===== config.mk =====
export PLATFORM = sky130hd
export DESIGN_NAME = ppu_pixel_timing_gen_flat
export DESIGN_NICKNAME = d
export VERILOG_FILES = /design/src/rtl/ppu_pixel_timing_gen_if.sv /design/src/rtl/ppu_pixel_timing_gen.sv /design/src/flat_wrapper.sv
export SDC_FILE = /design/constraint.sdc
export NUM_CORES = 1
export LEC_CHECK = 0
export CORE_MARGIN = 2
export CORE_UTILIZATION = 45
export CTS_BUF_LIST = sky130_fd_sc_hd__clkbuf_16
export DETAILED_ROUTE_END_ITERATION = 7
export GPL_TIMING_DRIVEN = 0
export HOLD_SLACK_MARGIN = 0.03
export MAX_ROUTING_LAYER = met4
export PLACE_DENSITY_LB_ADDON = 0.12
export SLEW_MARGIN = 20
export SYNTH_ARGS = -nofsm -noshare
export SYNTH_HDL_FRONTEND = slang
export SYNTH_SLANG_ARGS = --single-unit

===== constraint.sdc =====
create_clock -name PPU_SLOW_CLOCK -period 2.45 [get_ports PPU_SLOW_CLOCK]
set_input_delay 0.245 -clock PPU_SLOW_CLOCK [delete_from_list [all_inputs] [get_ports PPU_SLOW_CLOCK]]
set_output_delay 0.245 -clock PPU_SLOW_CLOCK [all_outputs]
set_load 0.01 [all_outputs]

===== src/rtl/ppu_pixel_timing_gen_if.sv =====
// Pixel stream from the PPU timing generator toward the VGA path.
// The master drives the FIFO head and valid flag; the slave drives ready.
interface ppu_pixel_timing_gen_if #(
    parameter int COLOR_W = 6
);
    logic [COLOR_W-1:0] VGA_STREAM_DATA;
    logic               VGA_STREAM_SOF;
    logic               VGA_STREAM_VALID;
    logic               VGA_STREAM_READY;

    modport master (
        output VGA_STREAM_DATA,
        output VGA_STREAM_SOF,
        output VGA_STREAM_VALID,
        input  VGA_STREAM_READY
    );

    modport slave (
        input  VGA_STREAM_DATA,
        input  VGA_STREAM_SOF,
        input  VGA_STREAM_VALID,
        output VGA_STREAM_READY
    );
endinterface


===== src/rtl/ppu_pixel_timing_gen.sv =====
// PPU raster timing: dot/line counters, VBLANK/NMI, odd-frame dot skip and a
// small FIFO that buffers visible pixels toward the VGA stream.
module ppu_pixel_timing_gen #(
    parameter int H_VISIBLE      = 256,
    parameter int H_TOTAL        = 341,
    parameter int V_VISIBLE      = 240,
    parameter int V_TOTAL        = 262,
    parameter int VBLANK_LINE    = 241,
    parameter int PRERENDER_LINE = 261,
    parameter int COLOR_W        = 6,
    parameter int FIFO_DEPTH     = 8,
    parameter int ODD_SKIP       = 1
) (
    input  logic                       PPU_SLOW_CLOCK,
    input  logic                       RST_N,
    input  logic                       RENDER_EN,
    input  logic                       NMI_EN,
    input  logic                       STATUS_RD,
    input  logic [COLOR_W-1:0]         PIX_COLOR,
    input  logic [COLOR_W-1:0]         BACKDROP,
    output logic [$clog2(H_TOTAL)-1:0] PIXEL_X,
    output logic [$clog2(V_TOTAL)-1:0] PIXEL_Y,
    output logic                       VISIBLE,
    output logic                       VBLANK,
    output logic                       NMI,
    output logic                       FRAME_ODD,
    ppu_pixel_timing_gen_if.master     VGA_STREAM,
    output logic                       FIFO_OVERFLOW
);
    localparam int XW = $clog2(H_TOTAL);
    localparam int YW = $clog2(V_TOTAL);
    localparam int AW = $clog2(FIFO_DEPTH);
    localparam int PW = AW + 1;

    localparam logic [XW-1:0] X_LAST = XW'(H_TOTAL - 1);
    localparam logic [XW-1:0] X_SKIP = XW'(H_TOTAL - 2);
    localparam logic [XW-1:0] X_VIS  = XW'(H_VISIBLE);
    localparam logic [XW-1:0] X_ONE  = XW'(1);
    localparam logic [YW-1:0] Y_LAST = YW'(V_TOTAL - 1);
    localparam logic [YW-1:0] Y_VIS  = YW'(V_VISIBLE);
    localparam logic [YW-1:0] Y_VBL  = YW'(VBLANK_LINE);
    localparam logic [YW-1:0] Y_PRE  = YW'(PRERENDER_LINE);

    logic [XW-1:0]  x_q, x_d;
    logic [YW-1:0]  y_q, y_d;
    logic           odd_q, odd_d;
    logic           vblank_q, vblank_d;
    logic [PW-1:0]  wr_q, wr_d;
    logic [PW-1:0]  rd_q, rd_d;
    logic           ovf_q, ovf_d;
    logic [COLOR_W:0] mem_q [FIFO_DEPTH];

    logic           skip;
    logic           visible;
    logic           empty;
    logic           full;
    logic           pop;
    logic           wr_en;
    logic [COLOR_W:0] wr_data;
    logic [COLOR_W:0] head;

    // Raster counters, including the shortened odd frame while rendering.
    always_comb begin
        x_d   = x_q + 1'b1;
        y_d   = y_q;
        odd_d = odd_q;
        skip  = (ODD_SKIP != 0) && RENDER_EN && odd_q && (x_q == X_SKIP) && (y_q == Y_PRE);
        if (skip) begin
            x_d   = '0;
            y_d   = '0;
            odd_d = ~odd_q;
        end else if (x_q == X_LAST) begin
            x_d = '0;
            if (y_q == Y_LAST) begin
                y_d   = '0;
                odd_d = ~odd_q;
            end else begin
                y_d = y_q + 1'b1;
            end
        end
    end

    // A status read wins over the set edge, which is what suppresses the frame's NMI.
    always_comb begin
        vblank_d = vblank_q;
        if (STATUS_RD) begin
            vblank_d = 1'b0;
        end else if ((x_q == X_ONE) && (y_q == Y_VBL)) begin
            vblank_d = 1'b1;
        end else if ((x_q == X_ONE) && (y_q == Y_PRE)) begin
            vblank_d = 1'b0;
        end
    end

    assign visible = (x_q < X_VIS) && (y_q < Y_VIS);
    assign empty   = (wr_q == rd_q);
    assign full    = (wr_q[AW] != rd_q[AW]) && (wr_q[AW-1:0] == rd_q[AW-1:0]);
    assign pop     = !empty && VGA_STREAM.VGA_STREAM_READY;
    // A simultaneous pop frees the slot, so a full FIFO still accepts the push.
    assign wr_en   = visible && (!full || pop);
    assign wr_data = {((x_q == '0) && (y_q == '0)), (RENDER_EN ? PIX_COLOR : BACKDROP)};

    always_comb begin
        wr_d  = wr_q + PW'(wr_en);
        rd_d  = rd_q + PW'(pop);
        ovf_d = ovf_q | (visible && full && !pop);
    end

    always_ff @(posedge PPU_SLOW_CLOCK or negedge RST_N) begin
        if (!RST_N) begin
            x_q      <= '0;
            y_q      <= '0;
            odd_q    <= 1'b0;
            vblank_q <= 1'b0;
            wr_q     <= '0;
            rd_q     <= '0;
            ovf_q    <= 1'b0;
        end else begin
            x_q      <= x_d;
            y_q      <= y_d;
            odd_q    <= odd_d;
            vblank_q <= vblank_d;
            wr_q     <= wr_d;
            rd_q     <= rd_d;
            ovf_q    <= ovf_d;
        end
    end

    always_ff @(posedge PPU_SLOW_CLOCK) begin
        if (wr_en) begin
            mem_q[wr_q[AW-1:0]] <= wr_data;
        end
    end

    // Head is gated while empty so DATA/SOF read zero out of reset.
    assign head = mem_q[rd_q[AW-1:0]];

    assign VGA_STREAM.VGA_STREAM_DATA  = empty ? '0 : head[COLOR_W-1:0];
    assign VGA_STREAM.VGA_STREAM_SOF   = empty ? 1'b0 : head[COLOR_W];
    assign VGA_STREAM.VGA_STREAM_VALID = !empty;

    assign PIXEL_X       = x_q;
    assign PIXEL_Y       = y_q;
    assign VISIBLE       = visible;
    assign VBLANK        = vblank_q;
    assign NMI           = vblank_q & NMI_EN;
    assign FRAME_ODD     = odd_q;
    assign FIFO_OVERFLOW = ovf_q;
endmodule

===== src/flat_wrapper.sv =====
// flat-port wrapper written by rule: the top's interface ports become plain ports
module ppu_pixel_timing_gen_flat 
#(
    parameter int H_VISIBLE      = 256,
    parameter int H_TOTAL        = 341,
    parameter int V_VISIBLE      = 240,
    parameter int V_TOTAL        = 262,
    parameter int VBLANK_LINE    = 241,
    parameter int PRERENDER_LINE = 261,
    parameter int COLOR_W        = 6,
    parameter int FIFO_DEPTH     = 8,
    parameter int ODD_SKIP       = 1
)
  (PPU_SLOW_CLOCK, RST_N, RENDER_EN, NMI_EN, STATUS_RD, PIX_COLOR, BACKDROP, PIXEL_X, PIXEL_Y, VISIBLE, VBLANK, NMI, FRAME_ODD, FIFO_OVERFLOW, VGA_STREAM_VGA_STREAM_DATA, VGA_STREAM_VGA_STREAM_SOF, VGA_STREAM_VGA_STREAM_VALID, VGA_STREAM_VGA_STREAM_READY);
  ppu_pixel_timing_gen_if #(.COLOR_W(COLOR_W)) VGA_STREAM_i ();
  input  logic PPU_SLOW_CLOCK;
  input  logic RST_N;
  input  logic RENDER_EN;
  input  logic NMI_EN;
  input  logic STATUS_RD;
  input  logic [COLOR_W-1:0] PIX_COLOR;
  input  logic [COLOR_W-1:0] BACKDROP;
  output logic [$clog2(H_TOTAL)-1:0] PIXEL_X;
  output logic [$clog2(V_TOTAL)-1:0] PIXEL_Y;
  output logic VISIBLE;
  output logic VBLANK;
  output logic NMI;
  output logic FRAME_ODD;
  output logic FIFO_OVERFLOW;
  output wire logic [$bits(VGA_STREAM_i.VGA_STREAM_DATA)-1:0] VGA_STREAM_VGA_STREAM_DATA;
  output wire logic [$bits(VGA_STREAM_i.VGA_STREAM_SOF)-1:0] VGA_STREAM_VGA_STREAM_SOF;
  output wire logic [$bits(VGA_STREAM_i.VGA_STREAM_VALID)-1:0] VGA_STREAM_VGA_STREAM_VALID;
  input wire logic [$bits(VGA_STREAM_i.VGA_STREAM_READY)-1:0] VGA_STREAM_VGA_STREAM_READY;
  assign VGA_STREAM_VGA_STREAM_DATA = VGA_STREAM_i.VGA_STREAM_DATA;
  assign VGA_STREAM_VGA_STREAM_SOF = VGA_STREAM_i.VGA_STREAM_SOF;
  assign VGA_STREAM_VGA_STREAM_VALID = VGA_STREAM_i.VGA_STREAM_VALID;
  assign VGA_STREAM_i.VGA_STREAM_READY = VGA_STREAM_VGA_STREAM_READY;
  ppu_pixel_timing_gen #(.H_VISIBLE(H_VISIBLE), .H_TOTAL(H_TOTAL), .V_VISIBLE(V_VISIBLE), .V_TOTAL(V_TOTAL), .VBLANK_LINE(VBLANK_LINE), .PRERENDER_LINE(PRERENDER_LINE), .COLOR_W(COLOR_W), .FIFO_DEPTH(FIFO_DEPTH), .ODD_SKIP(ODD_SKIP)) u_core (.PPU_SLOW_CLOCK(PPU_SLOW_CLOCK), .RST_N(RST_N), .RENDER_EN(RENDER_EN), .NMI_EN(NMI_EN), .STATUS_RD(STATUS_RD), .PIX_COLOR(PIX_COLOR), .BACKDROP(BACKDROP), .PIXEL_X(PIXEL_X), .PIXEL_Y(PIXEL_Y), .VISIBLE(VISIBLE), .VBLANK(VBLANK), .NMI(NMI), .FRAME_ODD(FRAME_ODD), .VGA_STREAM(VGA_STREAM_i), .FIFO_OVERFLOW(FIFO_OVERFLOW));
endmodule

==> parameters.txt <==
Parameter                              Value

Setup path
  Crit. End Element ... output pin
  CP Class ... reg -> out
  Arrival time worst endpoint ... 2.10 ns
  Critical Path Fanout Max ... 9
  Required time of the worst setup path ... 2.20 ns
  Startpoint type of the worst setup path ... flop

Synth
  Netlist area before placement ... 3890 µm²
  Cell types with the largest area share after synthesis ... sky130_fd_sc_hd__edfxtp_1, sky130_fd_sc_hd__dfrtp_1, sky130_fd_sc_hd__mux4_2
  Mapped Avg Cell Area ... 15.1 µm²
  Syn Nets ... 286
  Cell taking the most area after synthesis ... sky130_fd_sc_hd__edfxtp_1
  Primary FF master, synth ... sky130_fd_sc_hd__edfxtp_1
  Register area share after synthesis ... 61.9%
  Flops & latches, synth ... 85
  Post-synthesis cell count ... 258
  Syn. warnings ... 0
  Share of Yosys cell area claimed by the top area cell type ... 43.3%
  Number of flops mapped to enable cells by yosys ... 56
  FFs w/ async S/R, synth ... 34.1%
  Count of unique library cells instantiated by Yosys ... 45

Layout
  Most common cell after layout, fill and taps aside ... sky130_fd_sc_hd__edfxtp_1
  Share of the core filled with cells in the final layout ... 59.4%
  Fill cell count ... 647
  Antenna Cells ... 0
  Leading cell types in the layout, fill and taps excluded ... sky130_fd_sc_hd__edfxtp_1, sky130_fd_sc_hd__clkdlybuf4s50_1, sky130_fd_sc_hd__dfrtp_1
  Final Instance Area ... 4930 µm²
  Number of nets in the final layout ... 351
  Ratio of cells with drive above 1 in the final layout ... 21.0%
  P&R area growth vs syn ... 26.8%

Global routing
  Overall overflow remaining after global route ... 0
  Via count of the first global-routing pass ... 2384
  Largest net degree at the start of global routing ... 30
  Initial antenna violation count ... 0
  Wire length of the first global-routing pass ... 12600 µm
  Total routing resource utilization after global routing ... 18.1%

Clocking
  Clock Sinks ... 85
  Num CTS Buffers ... 9
  Clock latency at the later pin of the worst-skew pair ... 0.34 ns
  Clock edge transition at the registers on the reported setup and hold paths ... 0.06 ns
  Clock root buffer ... sky130_fd_sc_hd__clkbuf_16
  Maximum buffer depth of the clock tree ... 2
  TritonCTS clock tree ... built
  Htree depth ... 3

Placed design
  Post-detail-place hpwl ... 5410 µm
  Cell Area, Placed ... 4540 µm²
  IO buf count ... 47
  GPL Wtd Cong ... 0.801

Floorplanning
  Effective utilization at floorplan ... 46.8%
  I/O pins ... 49
  Total core area ... 8300 µm²
  Placement row count ... 33
  Total die area ... 9400 µm²
  Horizontal die dimension ... 96.9 µm
  Die Span Y ... 96.9 µm

STA
  Slew of the pin with the lowest slew margin ... 0.783 ns
  Period Utilization, post-route ... 95.6%
  Fmax ... 427 MHz
  Number of max-slew violations in the final report ... 0
  Worst Hold Slack ... 0.459 ns
  Slew HR ... 47.5%
  Min Clock Period, post-route ... 2.34 ns
  Number of setup violations in the final report ... 0
  Post-Route Skew ... 0.00749 ns
  Hold Vio Cnt, Final ... 0

Routing
  Via-per-instance ratio ... 5.45
  Detailed-routing iteration count for the pre-antenna-repair pass ... 4
  Number of DRC violations after detailed routing ... 0
  Via count ... 2359
  Drt first-iter violations ... 97
  Final WL ... 7790 µm
  Number of antenna-violating nets in the routed design ... 0
  DR WL/cell ... 18.0 µm

Pwr
  Overall power of the completed layout ... 3970 µW
  Peak supply drop ... 0.451 mV
  Power density cells ... 805 nW/µm²
  Pleak ... 0.00189 µW

Worst hold path
  Worst min-delay path category ... reg -> reg

Status
  Result of the run ... completed

Flow run
  Max-Cap Viols ... 0
registers in the layout, indices dropped and copies added, names as in the netlist:
| name | flops |
|---|---|
| u_core.mem_q | 56 |
| u_core.PIXEL_X | 9 |
| u_core.PIXEL_Y | 9 |
| u_core.rd_q | 4 |
| u_core.wr_q | 4 |
| u_core.FIFO_OVERFLOW | 1 |
| u_core.FRAME_ODD | 1 |
| u_core.VBLANK | 1 |
what timing repair did:
action / 4_1_cts / 5_1_grt
setup buffers: 0 / 2
hold endpoints to repair: 29 / 0
gates cloned: 0 / 0
pin swaps: 0 / 0
setup endpoints to repair: 7 / 11
hold buffers: 1 / 0
gates resized for setup: 11 / 6
path summary, 6_finish.rpt:
kind | start | end | slack, ns | cells past startpoint
min in group asynchronous | RST_N | u_core.PIXEL_Y[4] | 0.48 | 2
max in group asynchronous | RST_N | u_core.rd_q[2] | 1.54 | 2
setup / recovery | u_core.wr_q[0] | VGA_STREAM_VGA_STREAM_VALID | 0.11 | 7
hold / removal | u_core.FIFO_OVERFLOW | u_core.FIFO_OVERFLOW | 0.46 | 1
setup reg to reg | u_core.PIXEL_Y[4] | u_core.mem_q[0][6] | 0.15 | 5
hold reg to reg | u_core.FIFO_OVERFLOW | u_core.FIFO_OVERFLOW | 0.46 | 1
per-layer routing:
metal  vias up  GRT usage [%]  part of all wire (%)
li1       1119              -                     -
met1      1176           22.6                    44
met2        56           29.3                    51
met3         8           3.11                   3.5
met4         0           7.48                   1.2
met5         -              -                     0
per-stage QoR:
stage | setup WS, ns | cells | TNS [ns]
2_1_floorplan | 0.0359 | 258 | 0
3_3_place_gp | -0.869 | 410 | -21.68
3_5_place_dp | -0.0250 | 414 | -0.0516
4_1_cts | 0.00283 | 431 | 0
5_1_grt | -0.00669 | 433 | -0.00669
6_report | 0.108 | 433 | 0
report_power, final:
part,switching (µW),internal (µW)
clock network,570,805
logic,453,545
registers,22.6,1570
total,1040,2920
final cells by class:
type	instances	area (µm²)	share of cell area [%]
well taps	105	131	2.67
flip-flops and latches	85	2410	48.8
clock buffers	9	225	4.57
inverters	9	33.8	0.685
repair buffers	54	519	10.5
clock inverters	7	83.8	1.70
plain buffers	13	114	2.31
multi-input cells	151	1410	28.7
cells in the mapped netlist, types with 3 or more instances:
library cell               count
sky130_fd_sc_hd__mux2_2        7
sky130_fd_sc_hd__nor2_1       19
sky130_fd_sc_hd__nand2_1       9
sky130_fd_sc_hd__edfxtp_1     56
sky130_fd_sc_hd__a21oi_1       3
sky130_fd_sc_hd__mux2i_1       7
sky130_fd_sc_hd__and4_1        3
sky130_fd_sc_hd__nand3_1      11
sky130_fd_sc_hd__nor3_1        7
sky130_fd_sc_hd__buf_2         3
sky130_fd_sc_hd__mux4_2       12
sky130_fd_sc_hd__buf_6         4
sky130_fd_sc_hd__and4b_1       3
sky130_fd_sc_hd__inv_1         8
sky130_fd_sc_hd__o21ai_0       4
sky130_fd_sc_hd__xnor2_1      10
sky130_fd_sc_hd__o211ai_1      3
sky130_fd_sc_hd__buf_4         3
sky130_fd_sc_hd__nor4b_1       3
sky130_fd_sc_hd__ha_1         10
sky130_fd_sc_hd__nand4_1       8
sky130_fd_sc_hd__and3_1        3
sky130_fd_sc_hd__dfrtp_1      29
sky130_fd_sc_hd__nor2b_1       3
sky130_fd_sc_hd__xor2_1        6
worst max-delay path, stage by stage, from the launching register on:
cell and delay (ns):
sky130_fd_sc_hd__dfrtp_1 0.37, sky130_fd_sc_hd__buf_2 0.20, sky130_fd_sc_hd__xnor2_2 0.16, sky130_fd_sc_hd__nand3_2 0.11, sky130_fd_sc_hd__and2b_1 0.18, sky130_fd_sc_hd__buf_4 0.17
sky130_fd_sc_hd__inv_1 0.05, sky130_fd_sc_hd__clkdlybuf4s50_1 0.52
cells by family (layout without fill, tap and decap cells):
logic type / Yosys count / count (layout) / synth area share [%]
AO/OA/AOI/OAI: 13 / 13 / 2.41
AND/OR/NAND/NOR: 82 / 82 / 12.7
XOR/XNOR: 17 / 17 / 4.02
adder cells (fa/ha/maj): 10 / 10 / 3.22
multiplexers: 29 / 29 / 12.4
buffers and inverters: 22 / 92 / 3.31
flip-flops: 85 / 85 / 61.9
No activity file was read; power rests on OpenSTA's default activity.
